===== src/rtl/timing_manager_nch_pkg.sv =====
// Shared types and default sizing for the sensor-acquisition scheduler.
package timing_mgr_pkg;

  typedef enum logic [1:0] {
    IDLE = 2'd0,
    ACQ  = 2'd1,
    DONE = 2'd2
  } state_t;

  localparam int N_SENS_DEF  = 10;
  localparam int TIME_W_DEF  = 16;
  localparam int CNT_W_DEF   = 32;
  localparam int RATIO_W_DEF = 16;
  localparam int OVR_W_DEF   = 8;

endpackage


===== src/rtl/timing_manager_nch_if.sv =====
// Control/status bundle between the register file/PWM side (master) and the scheduler (slave).
// Inputs are levels or single-cycle pulses sampled on clk; there is no valid/ready back-pressure.
interface timing_manager_nch_if
  import timing_mgr_pkg::*;
#(
  parameter int N_SENS  = N_SENS_DEF,
  parameter int TIME_W  = TIME_W_DEF,
  parameter int CNT_W   = CNT_W_DEF,
  parameter int RATIO_W = RATIO_W_DEF,
  parameter int OVR_W   = OVR_W_DEF
);
  logic                       do_auto_triggering;
  logic                       send_manual_trigger;
  logic                       event_qualifier;
  logic [RATIO_W-1:0]         user_ratio;
  logic [N_SENS-1:0]          en_bits;
  logic [N_SENS-1:0]          done;
  logic [CNT_W-1:0]           timeout_cycles;
  logic                       reset_sched_isr;
  logic                       clear_status;

  logic [N_SENS-1:0]          en_out;
  logic                       trigger;
  logic                       sched_isr;
  logic                       busy;
  logic [CNT_W-1:0]           count_time;
  logic [N_SENS*TIME_W-1:0]   time_flat;
  logic [N_SENS-1:0]          timeout_flags;
  logic [OVR_W-1:0]           overrun_cnt;
  state_t                     dbg_state;

  modport master (
    output do_auto_triggering, send_manual_trigger, event_qualifier, user_ratio,
           en_bits, done, timeout_cycles, reset_sched_isr, clear_status,
    input  en_out, trigger, sched_isr, busy, count_time, time_flat,
           timeout_flags, overrun_cnt, dbg_state
  );

  modport slave (
    input  do_auto_triggering, send_manual_trigger, event_qualifier, user_ratio,
           en_bits, done, timeout_cycles, reset_sched_isr, clear_status,
    output en_out, trigger, sched_isr, busy, count_time, time_flat,
           timeout_flags, overrun_cnt, dbg_state
  );
endinterface


===== src/rtl/timing_manager_nch_channel.sv =====
// One sensor channel: done rising-edge detect, once-per-acquisition latch, saturating time capture.
module tm_channel #(
  parameter int TIME_W = 16,
  parameter int CNT_W  = 32
) (
  input  logic              clk,
  input  logic              rst_n,
  input  logic              start_i,
  input  logic              acq_i,
  input  logic              done_i,
  input  logic [CNT_W-1:0]  count_i,
  output logic              latched_o,
  output logic [TIME_W-1:0] time_o
);
  localparam logic [CNT_W-1:0] TIME_MAX = CNT_W'({TIME_W{1'b1}});

  logic              done_prev_q;
  logic              latched_q, latched_d;
  logic [TIME_W-1:0] time_q, time_d;
  logic              rise;

  // Previous level is tracked continuously so an edge seen outside ACQ is never replayed later.
  assign rise = done_i && !done_prev_q;

  always_comb begin
    latched_d = latched_q;
    time_d    = time_q;
    if (start_i) begin
      latched_d = 1'b0;
    end else if (acq_i && rise && !latched_q) begin
      latched_d = 1'b1;
      time_d    = (count_i > TIME_MAX) ? {TIME_W{1'b1}} : count_i[TIME_W-1:0];
    end
  end

  always_ff @(posedge clk or negedge rst_n) begin
    if (!rst_n) begin
      done_prev_q <= 1'b0;
      latched_q   <= 1'b0;
      time_q      <= '0;
    end else begin
      done_prev_q <= done_i;
      latched_q   <= latched_d;
      time_q      <= time_d;
    end
  end

  assign latched_o = latched_q;
  assign time_o    = time_q;
endmodule


===== src/rtl/timing_manager_nch.sv =====
// Sensor-acquisition scheduler: ratio/manual triggering, per-acquisition enable snapshot,
// completion/timeout FSM, free-running acquisition timer and saturating overrun counter.
module timing_manager_nch
  import timing_mgr_pkg::*;
#(
  parameter int N_SENS  = N_SENS_DEF,
  parameter int TIME_W  = TIME_W_DEF,
  parameter int CNT_W   = CNT_W_DEF,
  parameter int RATIO_W = RATIO_W_DEF,
  parameter int OVR_W   = OVR_W_DEF
) (
  input logic                 clk,
  input logic                 rst_n,
  timing_manager_nch_if.slave bus
);
  state_t                   state_q, state_d;
  logic [RATIO_W-1:0]       ev_q, ev_d;
  logic                     queue_q, queue_d;
  logic                     trig_q, trig_d;
  logic                     isr_q, isr_d;
  logic [CNT_W-1:0]         cnt_q, cnt_d;
  logic [N_SENS-1:0]        en_snap_q, en_snap_d;
  logic [N_SENS-1:0]        flags_q, flags_d;
  logic [OVR_W-1:0]         ovr_q, ovr_d;
  logic [N_SENS-1:0]        latched;
  logic [N_SENS*TIME_W-1:0] time_flat;
  logic                     ratio_hit, in_acq, all_done, timeout_hit;

  assign ratio_hit = bus.event_qualifier && (ev_q == bus.user_ratio);
  assign in_acq    = (state_q == ACQ);
  assign all_done  = &(latched | ~en_snap_q);
  // The timer still holds the previous acquisition's value while the trigger pulse is out.
  assign timeout_hit = in_acq && !trig_q && (bus.timeout_cycles != '0) &&
                       (cnt_q == bus.timeout_cycles);

  always_comb begin
    state_d   = state_q;
    ev_d      = ev_q;
    queue_d   = queue_q;
    isr_d     = isr_q;
    cnt_d     = trig_q ? '0 : cnt_q + CNT_W'(1);
    en_snap_d = en_snap_q;
    flags_d   = flags_q;
    ovr_d     = ovr_q;

    if (bus.event_qualifier) ev_d = ratio_hit ? '0 : ev_q + RATIO_W'(1);

    trig_d = !in_acq && (|bus.en_bits) &&
             ((bus.do_auto_triggering && ratio_hit) || (queue_q && bus.event_qualifier));

    if (trig_d)                  queue_d = 1'b0;
    if (bus.send_manual_trigger) queue_d = 1'b1;
    if (bus.reset_sched_isr)     isr_d   = 1'b0;

    case (state_q)
      IDLE, DONE: begin
        if (trig_d) begin
          state_d   = ACQ;
          en_snap_d = bus.en_bits;
          flags_d   = '0;
        end
      end
      ACQ: begin
        if (all_done) begin
          state_d = DONE;
          isr_d   = 1'b1;
        end else if (timeout_hit) begin
          state_d = DONE;
          isr_d   = 1'b1;
          flags_d = en_snap_q & ~latched;
        end
      end
      default: state_d = IDLE;
    endcase

    if (bus.clear_status) begin
      ovr_d = '0;
    end else if (ratio_hit && bus.do_auto_triggering && in_acq && (ovr_q != '1)) begin
      ovr_d = ovr_q + OVR_W'(1);
    end
  end

  always_ff @(posedge clk or negedge rst_n) begin
    if (!rst_n) begin
      state_q   <= IDLE;
      ev_q      <= '0;
      queue_q   <= 1'b0;
      trig_q    <= 1'b0;
      isr_q     <= 1'b0;
      cnt_q     <= '0;
      en_snap_q <= '0;
      flags_q   <= '0;
      ovr_q     <= '0;
    end else begin
      state_q   <= state_d;
      ev_q      <= ev_d;
      queue_q   <= queue_d;
      trig_q    <= trig_d;
      isr_q     <= isr_d;
      cnt_q     <= cnt_d;
      en_snap_q <= en_snap_d;
      flags_q   <= flags_d;
      ovr_q     <= ovr_d;
    end
  end

  for (genvar i = 0; i < N_SENS; i++) begin : g_ch
    tm_channel #(
      .TIME_W (TIME_W),
      .CNT_W  (CNT_W)
    ) u_ch (
      .clk       (clk),
      .rst_n     (rst_n),
      .start_i   (trig_d),
      .acq_i     (in_acq),
      .done_i    (bus.done[i]),
      .count_i   (cnt_q),
      .latched_o (latched[i]),
      .time_o    (time_flat[i*TIME_W +: TIME_W])
    );
  end

  assign bus.en_out        = bus.en_bits;
  assign bus.trigger       = trig_q;
  assign bus.sched_isr     = isr_q;
  assign bus.busy          = in_acq;
  assign bus.count_time    = cnt_q;
  assign bus.time_flat     = time_flat;
  assign bus.timeout_flags = flags_q;
  assign bus.overrun_cnt   = ovr_q;
  assign bus.dbg_state     = state_q;
endmodule


===== src/flat_wrapper.sv =====
// flat-port wrapper written by rule: the top's interface ports become plain ports
module timing_manager_nch_flat import timing_mgr_pkg::*;
#(
  parameter int N_SENS  = N_SENS_DEF,
  parameter int TIME_W  = TIME_W_DEF,
  parameter int CNT_W   = CNT_W_DEF,
  parameter int RATIO_W = RATIO_W_DEF,
  parameter int OVR_W   = OVR_W_DEF
)
  (clk, rst_n, bus_do_auto_triggering, bus_send_manual_trigger, bus_event_qualifier, bus_user_ratio, bus_en_bits, bus_done, bus_timeout_cycles, bus_reset_sched_isr, bus_clear_status, bus_en_out, bus_trigger, bus_sched_isr, bus_busy, bus_count_time, bus_time_flat, bus_timeout_flags, bus_overrun_cnt, bus_dbg_state);
  timing_manager_nch_if #(.N_SENS(N_SENS), .TIME_W(TIME_W), .CNT_W(CNT_W), .RATIO_W(RATIO_W), .OVR_W(OVR_W)) bus_i ();
  input logic clk;
  input logic rst_n;
  input wire logic [$bits(bus_i.do_auto_triggering)-1:0] bus_do_auto_triggering;
  input wire logic [$bits(bus_i.send_manual_trigger)-1:0] bus_send_manual_trigger;
  input wire logic [$bits(bus_i.event_qualifier)-1:0] bus_event_qualifier;
  input wire logic [$bits(bus_i.user_ratio)-1:0] bus_user_ratio;
  input wire logic [$bits(bus_i.en_bits)-1:0] bus_en_bits;
  input wire logic [$bits(bus_i.done)-1:0] bus_done;
  input wire logic [$bits(bus_i.timeout_cycles)-1:0] bus_timeout_cycles;
  input wire logic [$bits(bus_i.reset_sched_isr)-1:0] bus_reset_sched_isr;
  input wire logic [$bits(bus_i.clear_status)-1:0] bus_clear_status;
  output wire logic [$bits(bus_i.en_out)-1:0] bus_en_out;
  output wire logic [$bits(bus_i.trigger)-1:0] bus_trigger;
  output wire logic [$bits(bus_i.sched_isr)-1:0] bus_sched_isr;
  output wire logic [$bits(bus_i.busy)-1:0] bus_busy;
  output wire logic [$bits(bus_i.count_time)-1:0] bus_count_time;
  output wire logic [$bits(bus_i.time_flat)-1:0] bus_time_flat;
  output wire logic [$bits(bus_i.timeout_flags)-1:0] bus_timeout_flags;
  output wire logic [$bits(bus_i.overrun_cnt)-1:0] bus_overrun_cnt;
  output wire logic [$bits(bus_i.dbg_state)-1:0] bus_dbg_state;
  assign bus_i.do_auto_triggering = bus_do_auto_triggering;
  assign bus_i.send_manual_trigger = bus_send_manual_trigger;
  assign bus_i.event_qualifier = bus_event_qualifier;
  assign bus_i.user_ratio = bus_user_ratio;
  assign bus_i.en_bits = bus_en_bits;
  assign bus_i.done = bus_done;
  assign bus_i.timeout_cycles = bus_timeout_cycles;
  assign bus_i.reset_sched_isr = bus_reset_sched_isr;
  assign bus_i.clear_status = bus_clear_status;
  assign bus_en_out = bus_i.en_out;
  assign bus_trigger = bus_i.trigger;
  assign bus_sched_isr = bus_i.sched_isr;
  assign bus_busy = bus_i.busy;
  assign bus_count_time = bus_i.count_time;
  assign bus_time_flat = bus_i.time_flat;
  assign bus_timeout_flags = bus_i.timeout_flags;
  assign bus_overrun_cnt = bus_i.overrun_cnt;
  assign bus_dbg_state = bus_i.dbg_state;
  timing_manager_nch #(.N_SENS(N_SENS), .TIME_W(TIME_W), .CNT_W(CNT_W), .RATIO_W(RATIO_W), .OVR_W(OVR_W)) u_core (.clk(clk), .rst_n(rst_n), .bus(bus_i));
endmodule

===== config.mk =====
export PLATFORM = sky130hd
export DESIGN_NAME = timing_manager_nch_flat
export DESIGN_NICKNAME = d
export VERILOG_FILES = /design/src/rtl/timing_manager_nch_pkg.sv /design/src/rtl/timing_manager_nch_if.sv /design/src/rtl/timing_manager_nch_channel.sv /design/src/rtl/timing_manager_nch.sv /design/src/flat_wrapper.sv
export SDC_FILE = /design/constraint.sdc
export NUM_CORES = 1
export LEC_CHECK = 0
export BUFFER_PORTS_ARGS = -buffer_cell sky130_fd_sc_hd__buf_2
export CAP_MARGIN = 0
export CORE_MARGIN = 3
export CORE_UTILIZATION = 40
export CTS_CLUSTER_SIZE = 25
export DETAILED_ROUTE_END_ITERATION = 6
export HOLD_SLACK_MARGIN = 0.12
export PLACE_DENSITY = 0.63
export SYNTH_ARGS = -nofsm -noshare
export SYNTH_HDL_FRONTEND = slang
export SYNTH_SLANG_ARGS = --single-unit

===== constraint.sdc =====
create_clock -name clk -period 3.2 [get_ports clk]
set_clock_uncertainty 0.1 [all_clocks]
set_input_delay 0 -clock clk [delete_from_list [all_inputs] [get_ports clk]]
set_output_delay 0 -clock clk [all_outputs]
set_load 0.005 [all_outputs]

==> metrics.yaml <==
cts:
  clk_pin_slew_worst_paths_ns: 0.06
  cts_made_buffers: 29
  cts_setup_buffers: 0
  insertion_delay_ns: 0.54
  htreeDepth: 1
  clockBufferDepth: 3
  root_buffer: "clkbuf_16"
  cts_tree: "done"
  cts.sinks: 261
floorplanning:
  dieArea_sq_um: 29200
  initial_core_util: 0.413
  die_w_um: 171
  rows: 59
  coreArea_sq_um: 26400
  io_pins: 300
  die_h_um: 171
sta:
  timing.final.crit_share: 0.918
  period_needed_ns: 2.94
  fmax_mhz: 340
  worst_slack_ns: 0.261
  relSlewSlack: 0.507
  rsz0062_at_grt: "false"
  hold_viol: 0
  setup-violations-final: 0
  tns_ns: 0
  final_max_slew_viol_count: 0
  tightest_slew_ns: 0.738
place:
  hpwl_mm: 23.3
  post_dp_cell_area_sq_um: 12900
  routabilityCongestion: 0.901
  portBuffers: 299
  dp_slack_ns: 0.401
  place_inst: 1679
routing:
  drtPass1Iterations: 5
  wire_per_inst_um: 18.8
  viasPerCell: 5.10
  first_iter_violations: 609
  dr_total_vias: 9101
  drc_errors: 0
  wirelength_mm: 33.6
  ant_nets: 0
final_layout:
  drive_above_1_share: 0.285
  nFillCells: 2414
  postLayoutCellArea_sq_um: 14400
  nets: 1505
  antenna_cells: 0
  multi_input_area_sq_um: 4020
  fin_util: 0.546
  syn2layout_area_growth_pct: 32.3
  seqCellArea_sq_um: 6530
  layoutNonFillerInstCount: 1785
synthesis:
  ys_seq_area_frac: 0.601
  synth-edff-count: 0
  ys_top_cells_by_area: "dfrtp_1 60%, nor2_1 8.1%, a21oi_1 8.0%"
  async_flop_share: 1.00
  synthCells: 1069
  yosysUniqueCellTypes: 45
  synth_warnings: 0
  netlist.area_leader.share: 0.601
  yosys.area.top_type: "dfrtp_1"
  synth-main-ff-cell: "dfrtp_1"
  synthesis.area_sq_um: 10900
  ys_ff_latch: 261
  syn_area_per_cell_sq_um: 10.2
  syn_nets: 1147
critical_path:
  cp_cell_sequence: "xor2_1 > or4_1 > nor4_4 > nand3_2 > or4_1 > a21oi_1 > dlygate4sd3_1"
  startpoint_type: "flip-flop"
  cp_top_family: "simple AND/OR/NAND/NOR gates"
  worstPathArrival_ns: 3.31
  crit_path_end_kind: "flip-flop"
  timing.critical_path.buf_inv: 1
  critical_path_class: "flip-flop to flip-flop"
  cp_common_cell: "or4_1"
  required_ns: 3.57
  critPathSlowestCell: "or4_1"
  max_stage_delay_ns: 0.58
  worst-path-max-fanout: 4
global_route:
  grt_max_degree: 92
  grt_use_total: 0.229
  gr-total-overflow: 0
  antenna_found_initial: 0
  grt_first_pass_wirelength_mm: 52.5
  grt_pass1_vias: 9183
worst_hold_path:
  min_path_type: "primary input to flip-flop"
power:
  power_density_nw_per_um2: 884
  p_leak_nw: 6.85
  ir_worst_vdd_mv: 0.570
run:
  maxCapViolations: 0
outcome:
  status: "finished clean"
-- worst min-delay path, delay by kind of cell --
family / cells / cell delay [ns]
mux: 1 / 0.14
buf+inv: 2 / 0.65
-- flip-flops by register name, indices dropped and copies added, names as in the netlist --
name	flops
u_core.g_ch.u_ch.time_o	160
u_core.bus.count_time	32
u_core.ev_q	16
u_core.bus.timeout_flags	10
u_core.en_snap_q	10
u_core.g_ch.u_ch.done_prev_q	10
u_core.g_ch.u_ch.latched_o	10
u_core.bus.overrun_cnt	8
u_core.bus.dbg_state	2
u_core.bus.sched_isr	1
u_core.bus.trigger	1
u_core.queue_q	1
-- path summary, 6_finish.rpt --
path,from,end,slack (ns),cells after the start
worst min register to register,u_core.en_snap_q[3]$_DFFE_PN0P_,u_core.en_snap_q[3]$_DFFE_PN0P_,0.41,1
worst min-delay path,bus_en_bits[0],u_core.en_snap_q[0]$_DFFE_PN0P_,0.18,3
max in group asynchronous,rst_n,u_core.ev_q[1]$_DFFE_PN0P_,1.63,4
worst max-delay path,u_core.ev_q[6]$_DFFE_PN0P_,u_core.bus.overrun_cnt[5]$_DFFE_PN0P_,0.26,7
min in group asynchronous,rst_n,u_core.bus.count_time[19]$_DFF_PN0_,0.51,3
worst max register to register,u_core.ev_q[6]$_DFFE_PN0P_,u_core.bus.overrun_cnt[5]$_DFFE_PN0P_,0.26,7
-- per-stage QoR --
stage	hold slack, ns	total power, mW
after detailed placement	-0.0172	9.48
after CTS	0.153	12.9
final	0.183	12.7
after global routing	0.185	13.6
after global placement	-0.0115	9.37
after floorplan	-0.396	7.30
-- placed cells by master (no fill, tap or decap), types with 8 or more instances in the layout --
cell           instances
clkbuf_16             29
nand2b_1              11
inv_1                 22
o21ai_0               12
nor4_1                26
nand3_1               19
dfrtp_1              261
or3_1                  9
mux2i_1               10
nor2_1               236
nand2_1               36
buf_4                 41
a21oi_1              174
clkbuf_1               9
mux2_2                10
dlygate4sd3_1         51
buf_2                298
clkbuf_8               8
a31oi_1               10
and3_1                 8
nand4_1               25
xor2_1                54
xnor2_1               30
nor4b_2               10
-- area by class of cell --
type | count | area share
clock buffer | 46 | 0.0605
clock inverter | 8 | 0.00531
inverter | 23 | 0.00600
multi-input combinational | 718 | 0.280
sequential | 261 | 0.454
tap | 335 | 0.0291
timing repair buffer | 394 | 0.165
-- layer usage --
metal	track usage	wire [um]	up-vias	part of all wire
li1	-	-	4338	-
met1	0.310	14400	4398	0.43
met2	0.367	15600	307	0.47
met3	0.0631	2710	58	0.081
met4	0.0605	891	0	0.026
met5	0	0	-	0
-- cells by family (layout without fill, tap and decap cells) --
family,count (synthesis),after routing,synth area share
muxes,20,20,0.0196
DFF,261,261,0.601
xor gates and xnor gates,84,84,0.0677
AOI/OAI and AO/OA,207,207,0.0997
buffers and inverters,90,471,0.0357
and+or+nand+nor,404,404,0.173
adders and majority gates,3,3,0.00345
-- what timing repair did --
| item | in CTS | in global routing |
|---|---|---|
| endpoints found under the setup margin | 0 | 1 |
| resized for setup | 0 | 1 |
| hold buffers | 52 | 0 |
| hold endpoints to repair | 478 | 0 |
-- synthesized netlist by cell type (all sizes together), types with 2 or more instances --
master	n
o31ai	4
nor3	4
nand3	20
nor3b	2
xor2	54
dfrtp	261
buf	14
clkbuf	53
a21oi	174
and2b	2
o21ai	12
a31oi	10
and4	2
a21o	2
nand2b	11
nor2	236
inv	23
or3	9
mux2i	10
or4	5
ha	3
nor2b	3
nor4	27
nand2	36
and3	9
nor4b	10
mux2	10
xnor2	30
nand4	25
-- where the power goes --
part | internal, mW | switching (mW)
Clock | 1.94 | 1.33
Combinational | 1.84 | 2.21
Sequential | 4.59 | 0.806
Power figures use the tool's default switching activity.
